File: src/rtl/muldiv_iter_if.sv
// muldiv_iter_if: handshake and data bundle between the execute stage and
// the iterative multiply/divide unit.
//   start_i    request a new operation (honoured only while the unit is idle)
//   op_i       00 MULT, 01 MULTU, 10 DIV, 11 DIVU
//   opdata1_i  multiplicand / dividend
//   opdata2_i  multiplier / divisor
//   annul_i    abort the operation in flight
//   busy_o     unit not idle; EX stalls on it
//   ready_o    one-cycle completion pulse
//   hi_o/lo_o  MULT: product high/low half; DIV: remainder/quotient
//   dbz_o      divide by zero flag, valid with ready_o
// master = requester (execute stage), slave = muldiv_iter.
interface muldiv_iter_if #(
  parameter int WIDTH = 32
) ();
  logic             start_i;
  logic [1:0]       op_i;
  logic [WIDTH-1:0] opdata1_i;
  logic [WIDTH-1:0] opdata2_i;
  logic             annul_i;
  logic             busy_o;
  logic             ready_o;
  logic [WIDTH-1:0] hi_o;
  logic [WIDTH-1:0] lo_o;
  logic             dbz_o;

  modport master (
    output start_i, op_i, opdata1_i, opdata2_i, annul_i,
    input  busy_o, ready_o, hi_o, lo_o, dbz_o
  );

  modport slave (
    input  start_i, op_i, opdata1_i, opdata2_i, annul_i,
    output busy_o, ready_o, hi_o, lo_o, dbz_o
  );
endinterface

File: src/rtl/muldiv_iter.sv
// muldiv_iter: iterative radix-2 shift-add multiplier and restoring divider
// sharing one 2*WIDTH accumulator. Signed and unsigned MULT/DIV.
// Ports:
//   clk   rising-edge clock
//   rst   synchronous active-high reset
//   bus   muldiv_iter_if.slave (start/op/operands/annul in; busy/ready/hi/lo/dbz out)
// Configuration macro MULDIV_DIV_EN: when defined, the divider path, the DIV
// state and divide-by-zero handling are built. When undefined, divide ops
// complete one cycle after acceptance with hi=lo=0 and dbz=0.
// Latency: WIDTH+1 cycles from the accepting edge to ready_o (1 for a
// divide by zero or for divides in the no-divider build). All outputs are
// registered.
module muldiv_iter #(
  parameter int WIDTH = 32
) (
  input logic            clk,
  input logic            rst,
  muldiv_iter_if.slave   bus
);

  localparam int CW = $clog2(WIDTH) + 1;

  localparam logic [1:0] S_IDLE = 2'd0;
  localparam logic [1:0] S_MUL  = 2'd1;
  localparam logic [1:0] S_DIV  = 2'd2;
  localparam logic [1:0] S_DONE = 2'd3;

  logic [1:0]         state_reg, state_next;
  logic [CW-1:0]      cnt_reg;
  // MUL: {partial high sum, multiplier being shifted out / product low bits}
  // DIV: {partial remainder, dividend being shifted out / quotient bits}
  logic [2*WIDTH-1:0] acc_reg;
  logic [WIDTH-1:0]   opb_reg;       // multiplicand or divisor magnitude
  logic               neg_res_reg;   // negate product / quotient
  logic               busy_reg, ready_reg, dbz_reg;
  logic [WIDTH-1:0]   hi_reg, lo_reg;

  // Operand decode at the accepting edge.
  logic               start_ok;
  logic               is_div, is_signed, sign1, sign2;
  logic [WIDTH-1:0]   mag1, mag2;
  logic               last_step;

  // Multiply step.
  logic [WIDTH:0]     mul_sum;
  logic [2*WIDTH-1:0] mul_acc_next;
  logic [2*WIDTH-1:0] mul_res;

  always_comb begin
    start_ok  = (state_reg == S_IDLE) && bus.start_i && !bus.annul_i;
    is_div    = bus.op_i[1];
    is_signed = !bus.op_i[0];
    sign1     = is_signed && bus.opdata1_i[WIDTH-1];
    sign2     = is_signed && bus.opdata2_i[WIDTH-1];
    mag1      = sign1 ? ({WIDTH{1'b0}} - bus.opdata1_i) : bus.opdata1_i;
    mag2      = sign2 ? ({WIDTH{1'b0}} - bus.opdata2_i) : bus.opdata2_i;
    last_step = (cnt_reg == CW'(WIDTH - 1));
  end

  // Add the multiplicand into the high half when the current multiplier bit
  // is set, then shift the whole accumulator right by one.
  always_comb begin
    mul_sum      = {1'b0, acc_reg[2*WIDTH-1:WIDTH]} +
                   {1'b0, (acc_reg[0] ? opb_reg : {WIDTH{1'b0}})};
    mul_acc_next = {mul_sum, acc_reg[WIDTH-1:1]};
    mul_res      = neg_res_reg ? ({(2*WIDTH){1'b0}} - mul_acc_next) : mul_acc_next;
  end

`ifdef MULDIV_DIV_EN
  logic               neg_rem_reg;   // remainder takes the dividend's sign
  logic [WIDTH:0]     div_shift;
  logic               div_ge;
  logic [WIDTH-1:0]   div_rem_next;
  logic [2*WIDTH-1:0] div_acc_next;
  logic [WIDTH-1:0]   div_quo_res, div_rem_res;

  // Restoring step: bring the next dividend bit into the remainder, subtract
  // the divisor when it fits and record the quotient bit in the low half.
  // The remainder stays below the divisor, so it always fits in WIDTH bits.
  always_comb begin
    div_shift    = {acc_reg[2*WIDTH-1:WIDTH], acc_reg[WIDTH-1]};
    div_ge       = (div_shift >= {1'b0, opb_reg});
    div_rem_next = div_ge ? WIDTH'(div_shift - {1'b0, opb_reg}) : div_shift[WIDTH-1:0];
    div_acc_next = {div_rem_next, acc_reg[WIDTH-2:0], div_ge};
    div_quo_res  = neg_res_reg ? ({WIDTH{1'b0}} - div_acc_next[WIDTH-1:0])
                               : div_acc_next[WIDTH-1:0];
    div_rem_res  = neg_rem_reg ? ({WIDTH{1'b0}} - div_acc_next[2*WIDTH-1:WIDTH])
                               : div_acc_next[2*WIDTH-1:WIDTH];
  end
`endif

  always_comb begin
    state_next = state_reg;
    case (state_reg)
      S_IDLE: begin
        if (start_ok) begin
          if (!is_div) begin
            state_next = S_MUL;
          end else begin
`ifdef MULDIV_DIV_EN
            state_next = (bus.opdata2_i == '0) ? S_DONE : S_DIV;
`else
            state_next = S_DONE;
`endif
          end
        end
      end
      S_MUL: begin
        if (bus.annul_i)     state_next = S_IDLE;
        else if (last_step)  state_next = S_DONE;
      end
`ifdef MULDIV_DIV_EN
      S_DIV: begin
        if (bus.annul_i)     state_next = S_IDLE;
        else if (last_step)  state_next = S_DONE;
      end
`endif
      // DONE always returns to IDLE. The result was presented on entry to
      // DONE, so an annul arriving in DONE has nothing left to cancel.
      default: state_next = S_IDLE;
    endcase
  end

  always_ff @(posedge clk) begin
    if (rst) begin
      state_reg   <= S_IDLE;
      cnt_reg     <= '0;
      acc_reg     <= '0;
      opb_reg     <= '0;
      neg_res_reg <= 1'b0;
`ifdef MULDIV_DIV_EN
      neg_rem_reg <= 1'b0;
`endif
      busy_reg    <= 1'b0;
      ready_reg   <= 1'b0;
      dbz_reg     <= 1'b0;
      hi_reg      <= '0;
      lo_reg      <= '0;
    end else begin
      state_reg <= state_next;
      // Registered from the next state so busy/ready line up with the state.
      busy_reg  <= (state_next != S_IDLE);
      ready_reg <= (state_next == S_DONE);

      case (state_reg)
        S_IDLE: begin
          if (start_ok) begin
            cnt_reg     <= '0;
            neg_res_reg <= sign1 ^ sign2;
            if (is_div) begin
              acc_reg <= {{WIDTH{1'b0}}, mag1};
              opb_reg <= mag2;
`ifdef MULDIV_DIV_EN
              neg_rem_reg <= sign1;
              if (bus.opdata2_i == '0) begin
                // Dividend is reported exactly as supplied, not its magnitude.
                hi_reg  <= bus.opdata1_i;
                lo_reg  <= '1;
                dbz_reg <= 1'b1;
              end
`else
              hi_reg  <= '0;
              lo_reg  <= '0;
              dbz_reg <= 1'b0;
`endif
            end else begin
              acc_reg <= {{WIDTH{1'b0}}, mag2};
              opb_reg <= mag1;
            end
          end
        end
        S_MUL: begin
          if (!bus.annul_i) begin
            acc_reg <= mul_acc_next;
            cnt_reg <= cnt_reg + CW'(1);
            if (last_step) begin
              hi_reg  <= mul_res[2*WIDTH-1:WIDTH];
              lo_reg  <= mul_res[WIDTH-1:0];
              dbz_reg <= 1'b0;
            end
          end
        end
`ifdef MULDIV_DIV_EN
        S_DIV: begin
          if (!bus.annul_i) begin
            acc_reg <= div_acc_next;
            cnt_reg <= cnt_reg + CW'(1);
            if (last_step) begin
              hi_reg  <= div_rem_res;
              lo_reg  <= div_quo_res;
              dbz_reg <= 1'b0;
            end
          end
        end
`endif
        default: ;
      endcase
    end
  end

  assign bus.busy_o  = busy_reg;
  assign bus.ready_o = ready_reg;
  assign bus.hi_o    = hi_reg;
  assign bus.lo_o    = lo_reg;
  assign bus.dbz_o   = dbz_reg;

endmodule

File: src/flat_wrapper.sv
// flat-port wrapper written by rule: the top's interface ports become plain ports
module muldiv_iter_flat 
#(
  parameter int WIDTH = 32
)
  (clk, rst, bus_start_i, bus_op_i, bus_opdata1_i, bus_opdata2_i, bus_annul_i, bus_busy_o, bus_ready_o, bus_hi_o, bus_lo_o, bus_dbz_o);
  muldiv_iter_if #(.WIDTH(WIDTH)) bus_i ();
  input logic clk;
  input logic rst;
  input wire logic [$bits(bus_i.start_i)-1:0] bus_start_i;
  input wire logic [$bits(bus_i.op_i)-1:0] bus_op_i;
  input wire logic [$bits(bus_i.opdata1_i)-1:0] bus_opdata1_i;
  input wire logic [$bits(bus_i.opdata2_i)-1:0] bus_opdata2_i;
  input wire logic [$bits(bus_i.annul_i)-1:0] bus_annul_i;
  output wire logic [$bits(bus_i.busy_o)-1:0] bus_busy_o;
  output wire logic [$bits(bus_i.ready_o)-1:0] bus_ready_o;
  output wire logic [$bits(bus_i.hi_o)-1:0] bus_hi_o;
  output wire logic [$bits(bus_i.lo_o)-1:0] bus_lo_o;
  output wire logic [$bits(bus_i.dbz_o)-1:0] bus_dbz_o;
  assign bus_i.start_i = bus_start_i;
  assign bus_i.op_i = bus_op_i;
  assign bus_i.opdata1_i = bus_opdata1_i;
  assign bus_i.opdata2_i = bus_opdata2_i;
  assign bus_i.annul_i = bus_annul_i;
  assign bus_busy_o = bus_i.busy_o;
  assign bus_ready_o = bus_i.ready_o;
  assign bus_hi_o = bus_i.hi_o;
  assign bus_lo_o = bus_i.lo_o;
  assign bus_dbz_o = bus_i.dbz_o;
  muldiv_iter #(.WIDTH(WIDTH)) u_core (.clk(clk), .rst(rst), .bus(bus_i));
endmodule
File: config.mk
export PLATFORM = sky130hd
export DESIGN_NAME = muldiv_iter_flat
export DESIGN_NICKNAME = d
export VERILOG_FILES = /design/src/rtl/muldiv_iter_if.sv /design/src/rtl/muldiv_iter.sv /design/src/flat_wrapper.sv
export SDC_FILE = /design/constraint.sdc
export NUM_CORES = 1
export LEC_CHECK = 0
export ABC_AREA = 1
export CORE_MARGIN = 2
export CORE_UTILIZATION = 43
export CTS_CLUSTER_SIZE = 25
export DETAILED_ROUTE_END_ITERATION = 10
export PLACE_DENSITY = 0.69
export SETUP_SLACK_MARGIN = 0.3
export SYNTH_ARGS = -nofsm -noshare
export SYNTH_HDL_FRONTEND = slang
export SYNTH_SLANG_ARGS = --single-unit
File: constraint.sdc
create_clock -name clk -period 8.65 [get_ports clk]
set_input_delay 0.865 -clock clk [delete_from_list [all_inputs] [get_ports clk]]
set_output_delay 0.865 -clock clk [all_outputs]
set_load 0.05 [all_outputs]
==> impl_metrics.py, run 1 <==
metrics = {
    "status": {
        "status": "complete, no violations",
    },
    "synthesis": {
        "synth_warnings": 0,
        "async_reset_ff_share_pct": 0,
        "synthTopCellsByArea": "dfxtp_1 (25%), nand2_1 (21%), inv_1 (8.3%)",
        "yosys.area.top_type": "dfxtp_1",
        "ys_ff_latch": 171,
        "synth_top_area_share_pct": 25.3,
        "ys_types": 56,
        "syn_avg_cell_area_um2": 5.90,
        "synthesis.nets": 2396,
        "synthFlopType": "dfxtp_1",
        "synth_edf_count": 0,
        "ys_seq_area_share_pct": 25.3,
        "syn_inst": 2289,
        "syn_area_um2": 13500,
    },
    "pwr": {
        "ir_worst_vdd_v": 0.000134,
        "p_total_mw": 2.02,
        "power_density_nw_per_um2": 129,
        "power_leakage_nw": 7.49,
    },
    "worst_setup_path": {
        "arrival_ps": 4590,
        "crit_type": "input port to register",
        "critical-path-max-stage-delay_ps": 1200,
        "path_cells": "clkdlybuf4s50_1 -> inv_1 -> nor2_1 -> buf_4 -> o22ai_4 -> buf_4 -> nor2_4 -> buf_4 -> nand3_1 -> a21oi_1",
        "crit_top_cell": "buf_4",
        "endpoint_kind": "register",
        "crit_fanout": 68,
        "required_ps": 9010,
        "critPathLaunchType": "input port",
        "slowest_stage": "clkdlybuf4s50_1",
        "critPathTopFamily": "buffers and inverters",
        "cp.buffers_inverters": 5,
    },
    "global_route": {
        "grt_max_degree": 81,
        "grt_pass1_wl_um": 73600,
        "first_global_vias": 13700,
        "gr-usage-all-layers_pct": 28.2,
        "gr-total-overflow": 0,
        "antenna_found_initial": 0,
    },
    "cells_and_area": {
        "diodes": 0,
        "fill_cells": 3257,
        "area_growth_pct": 16.0,
        "layout.nets": 2472,
        "final_layout_size_suffix_gt1_share_pct": 6.56,
        "largest_register_ffs": 64,
    },
    "timing": {
        "fmax_mhz": 237,
        "rsz0062_at_grt": "false",
        "slew-limit-headroom_pct": 26.6,
        "holdWs_ps": 461,
        "setup_violations": 0,
        "tightest_slew_ps": 1100,
        "hold_viol": 0,
        "tns_ps": 0,
        "finalCritPeriodShare_pct": 48.9,
        "skew_ps": 9.95,
        "period_needed_ps": 4230,
        "slew_violations": 0,
    },
    "placement": {
        "hpwl_um": 36200,
        "gp_congestion": 0.982,
        "portBuffers": 135,
    },
    "floorplan": {
        "initial_core_util_pct": 43.9,
        "dieArea_um2": 32800,
        "core_um2": 30700,
        "row_count": 64,
        "die_width_um": 181,
        "die_y_um": 181,
        "io_pins": 137,
    },
    "clocking": {
        "cts_root_buf": "clkbuf_16",
        "numCtsBuffers": 17,
        "post-cts-setup-buffers": 0,
        "tritoncts": "built",
        "clock-sinks": 171,
        "clkTransAtPathRegs_ps": 70,
        "cts_resized": 0,
        "htreeDepth": 4,
        "clock_latency_ps": 450,
        "cts.path.max_buffers": 2,
        "cts-hold-fix-buffers": 0,
    },
    "detailed_routing": {
        "vias_per_cell": 5.31,
        "drcViolationCount": 0,
        "drt_wl_total_um": 46000,
        "antenna_left": 0,
        "detail_route.iter0.violations": 1105,
        "wire_per_inst_um": 16.6,
        "num_vias": 14700,
        "dr.pass1.iters": 6,
    },
    "min_path": {
        "hold_path.class": "register to register",
    },
    "run": {
        "drv_cap": 0,
    },
}
==> cells in the mapped netlist, drive strengths merged (9+ instances only) <==
master / number
xor2: 50
nand4: 22
o21ai: 79
nor2: 192
a21oi: 182
dfxtp: 171
nor3: 22
buf: 17
nor4: 10
nand2: 789
clkbuf: 74
ha: 36
inv: 315
xnor2: 20
or2: 15
nand3: 187
o211ai: 36
nand3b: 18
a221oi: 9
==> path summary, 6_finish.rpt <==
| path | slack (ps) | cells after the start | endpoint | from |
|---|---|---|---|---|
| worst max-delay path | 4420 | 10 | u_core.bus.hi_o[23] | bus_op_i[1] |
| worst min-delay path | 460 | 2 | u_core.bus.lo_o[0] | u_core.bus.lo_o[0] |
| worst max register to register | 4840 | 12 | u_core.bus.hi_o[23] | u_core.state_reg[0] |
| worst min register to register | 460 | 2 | u_core.bus.lo_o[0] | u_core.bus.lo_o[0] |
==> metal layers <==
metal	routed length (um)	part of all wire, %	vias to the layer above	GRT usage (%)
met5	0	0	-	0
met4	1940	4.2	0	12.2
met3	2040	4.4	88	2.86
met2	22000	48	411	48.6
met1	20100	44	6783	35.7
li1	-	-	7440	-
==> per-stage QoR <==
stage	worst slack (ps)	utilization, %	area (um2)	instances
floorplan	5630	-	13500	2289
global placement	4050	49.1	15100	2742
detailed placement	3980	49.1	15100	2742
CTS	4430	50.9	15700	2773
global route	4070	50.9	15700	2773
finish	4420	50.9	15700	2773
==> layout by cell type (no fill, tap or decap), drive strengths merged, types with 5 or more instances in the layout <==
cell / count
nand2: 789
inv: 319
nor2: 192
nand3: 187
a21oi: 182
dfxtp: 171
clkdlybuf4s50: 134
o21ai: 79
xor2: 50
o211ai: 36
ha: 36
nand4: 22
nor3: 22
xnor2: 20
clkbuf: 20
nand3b: 18
or2: 15
buf: 14
nor4: 10
clkinv: 10
a221oi: 9
o21bai: 8
o31ai: 5
==> worst min-delay path, delay by kind of cell (launching register included) <==
| kind | cells | cell delay, ps |
|---|---|---|
| buffers and inverters | 1 | 50 |
| AO/OA/AOI/OAI | 1 | 50 |
| flip-flops | 1 | 320 |
==> report_power, final <==
| part | internal [mW] | switching [mW] |
|---|---|---|
| clock | 0.385 | 0.365 |
| sequential | 0.814 | 0.0311 |
| combinational | 0.142 | 0.287 |
==> logic make-up after synthesis <==
| family | synth area share, % |
|---|---|
| DFF | 25.3 |
| other | 0.0278 |
| buffers and inverters | 11.6 |
| adders and majority gates | 3.48 |
| AOI/OAI and AO/OA | 14.2 |
| xor gates and xnor gates | 4.54 |
| and+or+nand+nor | 40.7 |
==> cell type report <==
class	instances	area (um2)	area share, %
clock buffers	20	447	2.85
flip-flops and latches	171	3420	21.9
clock inverters	11	108	0.687
well taps	396	495	3.16
multi-input cells	1708	8540	54.5
inverters	319	1200	7.65
repair buffers	148	1450	9.24
Note: power is estimated with default switching activity, not from simulation.
==> inputs of run 2 (changes only) <==
==> constraint.sdc (replaced) <==
create_clock -name clk -period 4.4 [get_ports clk]
set_input_delay 0.44 -clock clk [delete_from_list [all_inputs] [get_ports clk]]
set_output_delay 0.44 -clock clk [all_outputs]
set_load 0.05 [all_outputs]
==> impl_metrics.py, run 2 (synthesis gave the netlist of run 1 again) <==
metrics = {
    "worst_setup_path": {
        "reg2reg_setup_slack_ps": 1170,
        "crit_fanout": 31,
        "endpoint_kind": "register",
        "ff2ff_path_depth": 18,
        "crit_end": "u_core.bus.hi_o[29]",
        "reg2reg_to": "u_core.bus.hi_o[29]",
        "required_ps": 4690,
        "arrival_ps": 3520,
        "path_cells": "buf_4 -> nand2_1 -> inv_1 -> ha_1 -> fa_1 -> or2_2 -> nor2_1 -> nand2_1 -> nor2_1 -> nand3_1 -> nor2_2 -> nand2_2 -> nor2_4 -> nand3_2 -> nand2_2 -> nand3_1 -> nand3_1 -> a21oi_1",
        "critPathTopFamily": "simple AND/OR/NAND/NOR gates",
        "crit_top_cell": "nand3_1",
        "critical-path-max-stage-delay_ps": 520,
        "crit_start": "u_core.acc_reg[0]",
        "critPathLaunchType": "register",
        "timing.rr.start": "u_core.acc_reg[0]",
        "slowest_stage": "fa_1",
        "cp.buffers_inverters": 2,
        "crit_type": "register to register",
        "critical_path_depth": 18,
    },
    "timing": {
        "fmax_mhz": 310,
        "hold_viol": 0,
        "tightest_slew_ps": 909,
        "finalCritPeriodShare_pct": 73.4,
        "slew-limit-headroom_pct": 39.4,
        "setup_violations": 0,
        "rsz0062_at_grt": "false",
        "skew_ps": 13.5,
        "tns_ps": 0,
        "period_needed_ps": 3230,
        "slew_violations": 0,
    },
    "clocking": {
        "numCtsBuffers": 17,
        "tritoncts": "built",
        "post-cts-setup-buffers": 0,
        "cts.path.max_buffers": 2,
        "clock_latency_ps": 460,
        "cts_root_buf": "clkbuf_16",
        "htreeDepth": 4,
        "cts_resized": 0,
        "clkTransAtPathRegs_ps": 80,
        "cts-hold-fix-buffers": 0,
        "clock-sinks": 171,
    },
    "pwr": {
        "power_leakage_nw": 7.53,
        "power_density_nw_per_um2": 257,
        "ir_worst_vdd_v": 0.000285,
        "p_total_mw": 4.05,
    },
    "cells_and_area": {
        "diodes": 0,
        "final_layout_size_suffix_gt1_share_pct": 6.84,
        "largest_register_ffs": 64,
        "layout.nets": 2477,
        "final_cell_mix": "nand2_1 (764), inv_1 (297), a21oi_1 (180), nand3_1 (176), dfxtp_1 (170)",
        "area_growth_pct": 16.7,
        "mostFrequentLayoutCell": "nand2_1",
    },
    "floorplan": {
        "dieArea_um2": 32800,
        "io_pins": 137,
        "row_count": 64,
        "die_width_um": 181,
        "initial_core_util_pct": 43.9,
        "die_y_um": 181,
        "core_um2": 30700,
    },
    "detailed_routing": {
        "wire_per_inst_um": 16.6,
        "drcViolationCount": 0,
        "drt_wl_total_um": 46200,
        "detail_route.iter0.violations": 1363,
        "vias_per_cell": 5.37,
        "dr.pass1.iters": 8,
        "num_vias": 14900,
        "antenna_left": 0,
    },
    "global_route": {
        "first_global_vias": 13800,
        "antenna_found_initial": 0,
        "top_usage_layer": "met2",
        "gr-total-overflow": 0,
        "gr-usage-met1_pct": 34.6,
        "grtUsageMet2_pct": 47.4,
        "grt_pass1_wl_um": 73000,
        "gr-usage-all-layers_pct": 28.0,
        "grt_max_degree": 80,
        "grtUsageMet3_pct": 3.55,
    },
    "min_path": {
        "hold_path.class": "input port to register",
    },
    "run": {
        "drv_cap": 0,
    },
    "placement": {
        "gp_congestion": 1.01,
        "portBuffers": 135,
        "hpwl_um": 36000,
    },
    "status": {
        "status": "complete, no violations",
    },
}
==> run 2: changes by cell type in the layout (fill, tap and decap cells not counted), sizes merged <==
cell and delta:
clkinvlp +1, buf +5, clkinv +2, inv +1
clkbuf -3
==> run 2: report_power, final <==
| part | switching, mW | internal (mW) | total [mW] |
|---|---|---|---|
| combinational | 0.547 | 0.281 | 0.828 |
| sequential | 0.0689 | 1.60 | 1.67 |
| clock | 0.790 | 0.767 | 1.56 |
==> run 2: how the worst min path moves through the flow <==
stage                          endpoint               start  depth (start not counted)
floorplan             u_core.cnt_reg[4]   u_core.cnt_reg[4]                          2
global placement     u_core.bus.lo_o[0]  u_core.bus.lo_o[0]                          2
detailed placement   u_core.bus.lo_o[0]  u_core.bus.lo_o[0]                          2
CTS                 u_core.state_reg[0]                 rst                          2
global route         u_core.bus.ready_o                 rst                          2
finish               u_core.bus.ready_o                 rst                          2
==> run 2: cell type report <==
type / instances / area [um2]
clock inverter: 15 / 176
fill: 3276 / 15000
inverter: 319 / 1200
multi-input combinational: 1708 / 8540
tap: 396 / 495
sequential: 171 / 3420
clock buffer: 17 / 425
timing repair buffer: 153 / 1500
==> run 2: routing by layer <==
layer	up-vias	share of wire, %	wire (um)
met5	-	0	0
met4	0	5.3	2440
met3	123	5.8	2690
met2	543	47	21600
met1	6805	42	19400
li1	7445	-	-
==> run 2: through the flow <==
step                      setup slack, ps  cells  util, %  hold WS [ps]  instance area, um2
after floorplan                      1380   2289        -           436               13500
after global placement               1100   2747     49.3           435               15200
after detailed placement             1110   2747     49.3           444               15200
after CTS                            1180   2779     51.2           414               15800
after global routing                  828   2779     51.2           417               15800
final                                1170   2779     51.2           403               15800
